### src/rtl/id_regfile_sb_if.sv
// Bundle between the decode stage (master) and the register file with its
// pending-write scoreboard (slave).
interface id_regfile_sb_if #(
  parameter int DATA_W = 32,
  parameter int ADDR_W = 5,
  parameter int NUM_RD = 2
);
  logic [NUM_RD*ADDR_W-1:0] rd_addr;
  logic [NUM_RD-1:0]        rd_used;
  logic [NUM_RD*DATA_W-1:0] rd_data;
  logic [NUM_RD-1:0]        rd_busy;
  logic                     iss_en;
  logic [ADDR_W-1:0]        iss_dest;
  logic                     wr_en;
  logic [ADDR_W-1:0]        wr_addr;
  logic [DATA_W-1:0]        wr_data;
  logic                     clr_pend;
  logic                     stall;
  logic                     pend_full;
  logic                     err;

  modport master (
    output rd_addr, rd_used, iss_en, iss_dest, wr_en, wr_addr, wr_data, clr_pend,
    input  rd_data, rd_busy, stall, pend_full, err
  );

  modport slave (
    input  rd_addr, rd_used, iss_en, iss_dest, wr_en, wr_addr, wr_data, clr_pend,
    output rd_data, rd_busy, stall, pend_full, err
  );
endinterface

### src/rtl/id_regfile_sb.sv
// Decode-stage register file with write-through bypass and a per-register
// pending-write counter that drives the RAW-hazard stall.
module id_regfile_sb #(
  parameter int DATA_W   = 32,
  parameter int ADDR_W   = 5,
  parameter int NUM_RD   = 2,
  parameter int MAX_PEND = 3
) (
  input  logic           clk,
  input  logic           rst,
  id_regfile_sb_if.slave bus
);
  localparam int DEPTH = 1 << ADDR_W;
  localparam int CW    = $clog2(MAX_PEND + 1);
  localparam logic [CW-1:0] CNT_MAX = CW'(MAX_PEND);
  localparam logic [CW-1:0] CNT_ONE = CW'(1);

  logic [DATA_W-1:0] regs [DEPTH];
  logic [CW-1:0]     cnt  [DEPTH];
  logic              err_q;
  logic [NUM_RD-1:0] busy;
  logic              pend_full;
  logic              stall;
  logic [DEPTH-1:0]  inc_vec;
  logic [DEPTH-1:0]  dec_vec;

  // A write landing this cycle is forwarded, and a counter about to drop to
  // zero no longer blocks the reader.
  for (genvar k = 0; k < NUM_RD; k++) begin : g_rd
    logic [ADDR_W-1:0] addr;
    logic              wr_hit;
    assign addr   = bus.rd_addr[k*ADDR_W +: ADDR_W];
    assign wr_hit = bus.wr_en && (bus.wr_addr == addr) && (addr != '0);
    assign bus.rd_data[k*DATA_W +: DATA_W] = wr_hit ? bus.wr_data : regs[addr];
    assign busy[k] = (cnt[addr] != '0) && !(wr_hit && (cnt[addr] == CNT_ONE));
  end

  assign pend_full = bus.iss_en && (bus.iss_dest != '0) && (cnt[bus.iss_dest] == CNT_MAX)
                     && !(bus.wr_en && (bus.wr_addr == bus.iss_dest));
  assign stall = pend_full || |(bus.rd_used & busy);

  assign bus.stall     = stall;
  assign bus.pend_full = pend_full;
  assign bus.rd_busy   = busy;
  assign bus.err       = err_q;

  always_comb begin
    inc_vec = '0;
    dec_vec = '0;
    if (bus.iss_en && !stall && (bus.iss_dest != '0)) inc_vec[bus.iss_dest] = 1'b1;
    if (bus.wr_en && (bus.wr_addr != '0))              dec_vec[bus.wr_addr]  = 1'b1;
  end

  always_ff @(posedge clk) begin
    if (rst) begin
      for (int i = 0; i < DEPTH; i++) begin
        regs[i] <= DATA_W'(i);
        cnt[i]  <= '0;
      end
      err_q <= 1'b0;
    end else begin
      if (bus.wr_en && (bus.wr_addr != '0)) begin
        regs[bus.wr_addr] <= bus.wr_data;
        if (cnt[bus.wr_addr] == '0) err_q <= 1'b1;
      end
      // Register 0 is never tracked, so its counter stays at its reset value.
      for (int r = 1; r < DEPTH; r++) begin
        if (bus.clr_pend)
          cnt[r] <= '0;
        else if (inc_vec[r] && !dec_vec[r])
          cnt[r] <= cnt[r] + CNT_ONE;
        else if (dec_vec[r] && !inc_vec[r] && (cnt[r] != '0))
          cnt[r] <= cnt[r] - CNT_ONE;
      end
    end
  end
endmodule
### src/flat_wrapper.sv
// flat-port wrapper written by rule: the top's interface ports become plain ports
module id_regfile_sb_flat 
#(
  parameter int DATA_W   = 32,
  parameter int ADDR_W   = 5,
  parameter int NUM_RD   = 2,
  parameter int MAX_PEND = 3
)
  (clk, rst, bus_rd_addr, bus_rd_used, bus_iss_en, bus_iss_dest, bus_wr_en, bus_wr_addr, bus_wr_data, bus_clr_pend, bus_rd_data, bus_rd_busy, bus_stall, bus_pend_full, bus_err);
  id_regfile_sb_if #(.DATA_W(DATA_W), .ADDR_W(ADDR_W), .NUM_RD(NUM_RD)) bus_i ();
  input  logic clk;
  input  logic rst;
  input wire logic [$bits(bus_i.rd_addr)-1:0] bus_rd_addr;
  input wire logic [$bits(bus_i.rd_used)-1:0] bus_rd_used;
  input wire logic [$bits(bus_i.iss_en)-1:0] bus_iss_en;
  input wire logic [$bits(bus_i.iss_dest)-1:0] bus_iss_dest;
  input wire logic [$bits(bus_i.wr_en)-1:0] bus_wr_en;
  input wire logic [$bits(bus_i.wr_addr)-1:0] bus_wr_addr;
  input wire logic [$bits(bus_i.wr_data)-1:0] bus_wr_data;
  input wire logic [$bits(bus_i.clr_pend)-1:0] bus_clr_pend;
  output wire logic [$bits(bus_i.rd_data)-1:0] bus_rd_data;
  output wire logic [$bits(bus_i.rd_busy)-1:0] bus_rd_busy;
  output wire logic [$bits(bus_i.stall)-1:0] bus_stall;
  output wire logic [$bits(bus_i.pend_full)-1:0] bus_pend_full;
  output wire logic [$bits(bus_i.err)-1:0] bus_err;
  assign bus_i.rd_addr = bus_rd_addr;
  assign bus_i.rd_used = bus_rd_used;
  assign bus_i.iss_en = bus_iss_en;
  assign bus_i.iss_dest = bus_iss_dest;
  assign bus_i.wr_en = bus_wr_en;
  assign bus_i.wr_addr = bus_wr_addr;
  assign bus_i.wr_data = bus_wr_data;
  assign bus_i.clr_pend = bus_clr_pend;
  assign bus_rd_data = bus_i.rd_data;
  assign bus_rd_busy = bus_i.rd_busy;
  assign bus_stall = bus_i.stall;
  assign bus_pend_full = bus_i.pend_full;
  assign bus_err = bus_i.err;
  id_regfile_sb #(.DATA_W(DATA_W), .ADDR_W(ADDR_W), .NUM_RD(NUM_RD), .MAX_PEND(MAX_PEND)) u_core (.clk(clk), .rst(rst), .bus(bus_i));
endmodule
### config.mk
export PLATFORM = sky130hd
export DESIGN_NAME = id_regfile_sb_flat
export DESIGN_NICKNAME = d
export VERILOG_FILES = /design/src/rtl/id_regfile_sb_if.sv /design/src/rtl/id_regfile_sb.sv /design/src/flat_wrapper.sv
export SDC_FILE = /design/constraint.sdc
export NUM_CORES = 2
export LEC_CHECK = 0
export ABC_AREA = 1
export CAP_MARGIN = 30
export CORE_MARGIN = 4
export CORE_UTILIZATION = 43
export DETAILED_ROUTE_END_ITERATION = 8
export PLACE_DENSITY_LB_ADDON = 0.1
export REMOVE_ABC_BUFFERS = 1
export SLEW_MARGIN = 20
export SYNTH_ARGS = -nofsm -noshare
export SYNTH_HDL_FRONTEND = slang
export SYNTH_SLANG_ARGS = --single-unit
export TNS_END_PERCENT = 5
### constraint.sdc
create_clock -name clk -period 3.9 [get_ports clk]
set_clock_uncertainty 0.05 [all_clocks]
set_input_delay 1.17 -clock clk [delete_from_list [all_inputs] [get_ports clk]]
set_output_delay 1.17 -clock clk [all_outputs]
set_load 0.01 [all_outputs]
* Word level (Yosys, flattened, before mapping)
Memories as Yosys holds them, arrays and structs flattened. Index checks and enable logic that the tools add are counted.
Operators by class: $add $sub $neg 62, $mul 0, div/mod/pow operators 0, magnitude comparators 4, equal/unequal tests 6, shift operators 0, mux-type cells 391, bitwise gates (word level) 94, reductions and logical operators 218
Operator list (count):
- 2-to-1 mux 1 bit | 290
- 2-to-1 mux 2 bit | 93
- 2-to-1 mux 32 bit | 5
- logical AND 1 bit | 110
- bitwise OR 1 bit | 93
- logical NOT 1 bit | 66
- nonzero test 2 bit | 33
- adder 2 x 1 -> 2 bit, second input constant | 31
- subtractor 2 x 1 -> 2 bit, second input constant | 31
- OR reduction 32 bit | 1
- nonzero test 5 bit | 4
- equality test 5 bit | 3
- < comparator 5 x 6 -> 1 bit, second input constant | 2
- demux 1 bit (select 5 bit) | 2
- >= comparator 5 x 1 -> 1 bit, second input constant | 2
- 2-to-1 mux 5 bit | 1
- equality test 2 x 1 -> 1 bit, second input constant | 2
- bitwise AND 2 bit | 1
- equality test 2 bit, second input constant | 1
- logical NOT 2 bit | 1
- AND reduction 2 bit | 1
- OR reduction 2 bit | 1
- logical OR 1 bit | 1
Storage, ports and cells: flip-flop bits (word level) 1, bits in latches 0, memory bits (writable) 1088, ROM bits 0, input bits 59, output and inout bits 69, logic and storage cells 778, memories 2
Memories:
- u_core.regs | words 32, bits a word 32, read ports 2, clocked after memory_dff 0, write ports 32, RTL line id_regfile_sb.sv:18 | logic [DATA_W-1:0] regs [DEPTH];
- u_core.cnt | words 32, bits a word 2, read ports 35, clocked after memory_dff 0, write ports 32, RTL line id_regfile_sb.sv:19 | logic [CW-1:0] cnt [DEPTH];

* Longest topological paths before layout
depth after elaboration 22, mapped depth 19, mapped depth without buffers 18

* Least setup slack after synthesis
No wires, ideal clock.
kind input -> output, start in bus_rd_addr[0], end out bus_rd_data[19], arrival 2986 ps, required time 2680 ps, slack -306 ps, cell stages on the path 12, buffers on the path 6, cell sequence buf_2 buf_2 buf_4 buf_2 buf_2 clkbuf_1 o21ai_0 o21ai_0 nor2_1 o22ai_1 o21ai_0 o22ai_1
Between the ends: longest elaborated chain between the ends 4, elaborated cells on any way between the ends 6, those cells by class eq/ne: 1; mux: 1; reduce/logical: 3; memory: 1
RTL lines:
- start, declared | RTL line flat_wrapper.sv:13 | input wire logic [$bits(bus_i.rd_addr)-1:0] bus_rd_addr;
- parallel branches: the longest is 3 deep, another holds memory read (32 x 32 bit)
- 2-to-1 mux 32 bit * | RTL line id_regfile_sb.sv:34 | assign bus.rd_data[k*DATA_W +: DATA_W] = wr_hit ? bus.wr_data : regs[addr];
- end, declared | RTL line flat_wrapper.sv:21 | output wire logic [$bits(bus_i.rd_data)-1:0] bus_rd_data;
Every way passes the cells marked *.

* Final worst setup path
start in bus_rd_addr[5], end out bus_rd_data[44]
Same word-level chain as after synthesis.

==> qor.csv <==
stage;metric;value;unit
status;status;finished, violations left;
status;failing checks;negative setup slack;
global_routing;initial antenna violation count;9;
die;Die ar.;0.148;sq mm
synthesis;Post-Syn Area;0.0609;sq mm
drt;Via-to-Cell Ratio;6.38;
sta;Slew Viols, Final;0;
synthesis;top-area cell type share of the netlist area;0.536;
clocking;clock-pin slew on the worst setup and hold paths;0.06;ns
clocking;CTS Buf Count;130;
global_routing;met1 Usage GRT;0.506;
global_routing;pin count of the biggest net entering global routing;51;
die;# IOs;128;
die;Initial Utilization;0.435;
die;core area;0.140;sq mm
global_routing;grt ovf;0;
synthesis;count leader, synth;nor2_1;
synthesis;top cell type by total area after synthesis;edfxtp_1;
placed_design;HPWL after detailed placement;187000;um
power_and_ir_drop;Worst VDD drop;0.000307;V
min_path;hold path depth;2;
synthesis;synth top area cells;edfxtp_1, nor2_1, o21ai_0;
synthesis;Netlist cell types;41;
worst_setup_path;Worst EP arrival;3.20;ns
global_routing;total track usage;0.383;
power_and_ir_drop;Leak;29.7;nW
final_layout;Finished Layout Cells;9878;
drt;total number of vias;63000;
power_and_ir_drop;Power Density;405;mW/mm^2
clocking;H-tree depth;4;
final_layout;area growth from synthesis to layout;27.6;%
final_layout;filler instances;12500;
global_routing;GRT met3 Usage;0.0967;
sta;worst setup margin;-0.516;ns
synthesis;syn avg cell area;8.30;sq um
die;Die Wd;384;um
clocking;Skew-Pair Late Insertion Delay;0.80;ns
clocking;clock root buffer;clkbuf_16;
final_layout;Multi-input gate area;0.0251;sq mm
final_layout;final core occ;0.554;
drt;Post-DRT Antenna Nets;0;
worst_setup_path;Worst setup EP type;primary output;
sta;RSZ-0062 raised after global routing;yes;
synthesis;Main synth FF type;edfxtp_1;
drt;Pre-antenna DRT Iters;7;
sta;min Tclk post-route;4.42;ns
job;Max Cap Viol;0;
synthesis;register bit total from synthesis;1087;
sta;achievable clock frequency;226;MHz
sta;Setup-failing EPs final;68;
worst_setup_path;startpoint types;primary input;
global_routing;gr busiest metal;met2;
worst_setup_path;worst-case reg-to-reg path depth;16;
drt;WL per Instance;29.6;um
synthesis;Post-synth EDFFs;1086;
final_layout;FF/Latch Area;0.0326;sq mm
synthesis;synth cell count leaders;nor2_1, o21ai_0, edfxtp_1;
placed_design;PortBufs;127;
sta;final setup TNS;-25.94;ns
clocking;CTS Hold Bufs;0;
synthesis;register area share after synthesis;0.536;
synthesis;Synth Warn #;0;
final_layout;Final #Nets;7989;
worst_setup_path;CP Max Fanout;15;
drt;final WL;293000;um
worst_setup_path;crit path kind;in -> out;
drt;initial DRC count;9982;
die;Die Ht;384;um
synthesis;cells after synthesis;7336;
global_routing;vias in the first global route;59000;
synthesis;asr flop ratio synth;0;
placed_design;RePlAce Congestion;0.972;
sta;Worst Max-Slew Pin Slew;0.698;ns
clocking;TritonCTS clock tree;yes;
sta;crit share post-route;1.13;
sta;Final Hold Vio Count;0;
clocking;clk sinks;1087;
sta;max_slew headroom;0.534;
die;Cell Rows;137;
global_routing;first-pass GRT wire length;411000;um
drt;DRC viols;0;
clocking;CTS Buffer Depth;3;
global_routing;GR Layer Usage met2;0.573;
placed_design;Inst Count DP;9570;
placed_design;dpl ws;-1.28;ns
min_path;Hold WC Path Type;reg -> reg;
final_layout;share of layout cells above drive strength 1;0.170;
worst_setup_path;Critical Path RT;2.68;ns
-- critical path, cell delays in order --
cell	delay, ns
buf_16	0.14
buf_16	0.20
buf_12	0.17
clkbuf_16	0.18
o21ai_0	0.19
o22ai_1	0.11
o211ai_1	0.24
nand4_1	0.25
nand3_1	0.15
o21ai_0	0.08
dlygate4sd2_1	0.29
-- final timing paths --
kind,start,endpoint,slack (ns)
hold / removal,u_core.bus.err,u_core.bus.err,0.51
setup reg to reg,u_core.cnt[3][0],u_core.cnt[31][1],0.91
setup / recovery,bus_rd_addr[5],bus_rd_data[44],-0.52
hold reg to reg,u_core.bus.err,u_core.bus.err,0.51
-- layout make-up --
| cell class | instances | area share |
|---|---|---|
| diodes | 3 | 0.0000967 |
| clock buffers | 167 | 0.0445 |
| clock inverters | 65 | 0.00893 |
| inverters | 333 | 0.0170 |
| multi-input cells | 5267 | 0.323 |
| flip-flops and latches | 1087 | 0.420 |
| well taps | 1876 | 0.0302 |
| repair buffers | 1079 | 0.155 |
| repair inverters | 1 | 0.000113 |
-- power by group --
| group | total, W | internal, W | switching [W] |
|---|---|---|---|
| Clock | 0.0122 | 0.00708 | 0.00516 |
| Combinational | 0.00535 | 0.00194 | 0.00340 |
| Sequential | 0.0139 | 0.0135 | 0.000354 |
| Total | 0.0315 | 0.0225 | 0.00892 |
-- layout by cell type (no fill, tap or decap), types with 16 or more instances in the layout --
| cell type | Yosys | routed |
|---|---|---|
| nor2_1 | 2124 | 2119 |
| o21ai_0 | 1313 | 1180 |
| edfxtp_1 | 1086 | 1086 |
| buf_4 | 3 | 659 |
| nand2_1 | 626 | 586 |
| o22ai_1 | 360 | 351 |
| inv_1 | 321 | 288 |
| buf_12 | 0 | 218 |
| a21oi_1 | 214 | 205 |
| nand3_1 | 214 | 195 |
| clkbuf_16 | 0 | 142 |
| o21ai_1 | 14 | 131 |
| o211ai_1 | 83 | 83 |
| o221ai_1 | 93 | 79 |
| nand4_1 | 41 | 41 |
| clkdlybuf4s50_1 | 0 | 40 |
| nand2_2 | 0 | 39 |
| clkinv_1 | 3 | 38 |
| buf_6 | 0 | 36 |
| nor3_1 | 36 | 34 |
| clkbuf_1 | 559 | 34 |
| conb_1 | 1 | 32 |
| ha_1 | 31 | 31 |
| buf_2 | 76 | 29 |
| dlygate4sd2_1 | 0 | 27 |
| buf_16 | 0 | 24 |
| inv_2 | 9 | 21 |
| nand3_2 | 2 | 19 |
| clkinv_2 | 0 | 16 |
-- logic make-up after synthesis --
kind of cell,share of synthesized area
and+or+nand+nor,0.198
muxes,0.000493
AOI/OAI and AO/OA,0.195
other,0.0000616
adders and majority gates,0.00637
DFF,0.536
buffers and inverters,0.0642
xor gates and xnor gates,0.000144
-- metrics by stage --
step	cell area [sq um]	hold WS [ns]	power, W
floorplan	58300	0.455	0.0160
global placement	71400	0.484	0.0189
detailed placement	71400	0.493	0.0190
CTS	77100	0.509	0.0312
global route	77600	0.542	0.0323
finish	77700	0.510	0.0315
-- per-layer routing --
metal | vias to the layer above | wire length, um
li1 | 26700 | -
met1 | 30200 | 108000
met2 | 5009 | 125000
met3 | 1094 | 40000
met4 | 8 | 19500
met5 | - | 49
-- repair_timing --
| item | CTS | global route |
|---|---|---|
| buffers inserted | 36 | 15 |
| gates cloned | 16 | 9 |
| pin swaps | 57 | 34 |
| resized for setup | 439 | 108 |
| setup endpoints to repair | 68 | 68 |
-- state kept, by name, summed over array words and instances (netlist names) --
register	flops
u_core.cnt	62
u_core.regs	1024
u_core.bus.err	1
(Power assumes the default switching activity.)
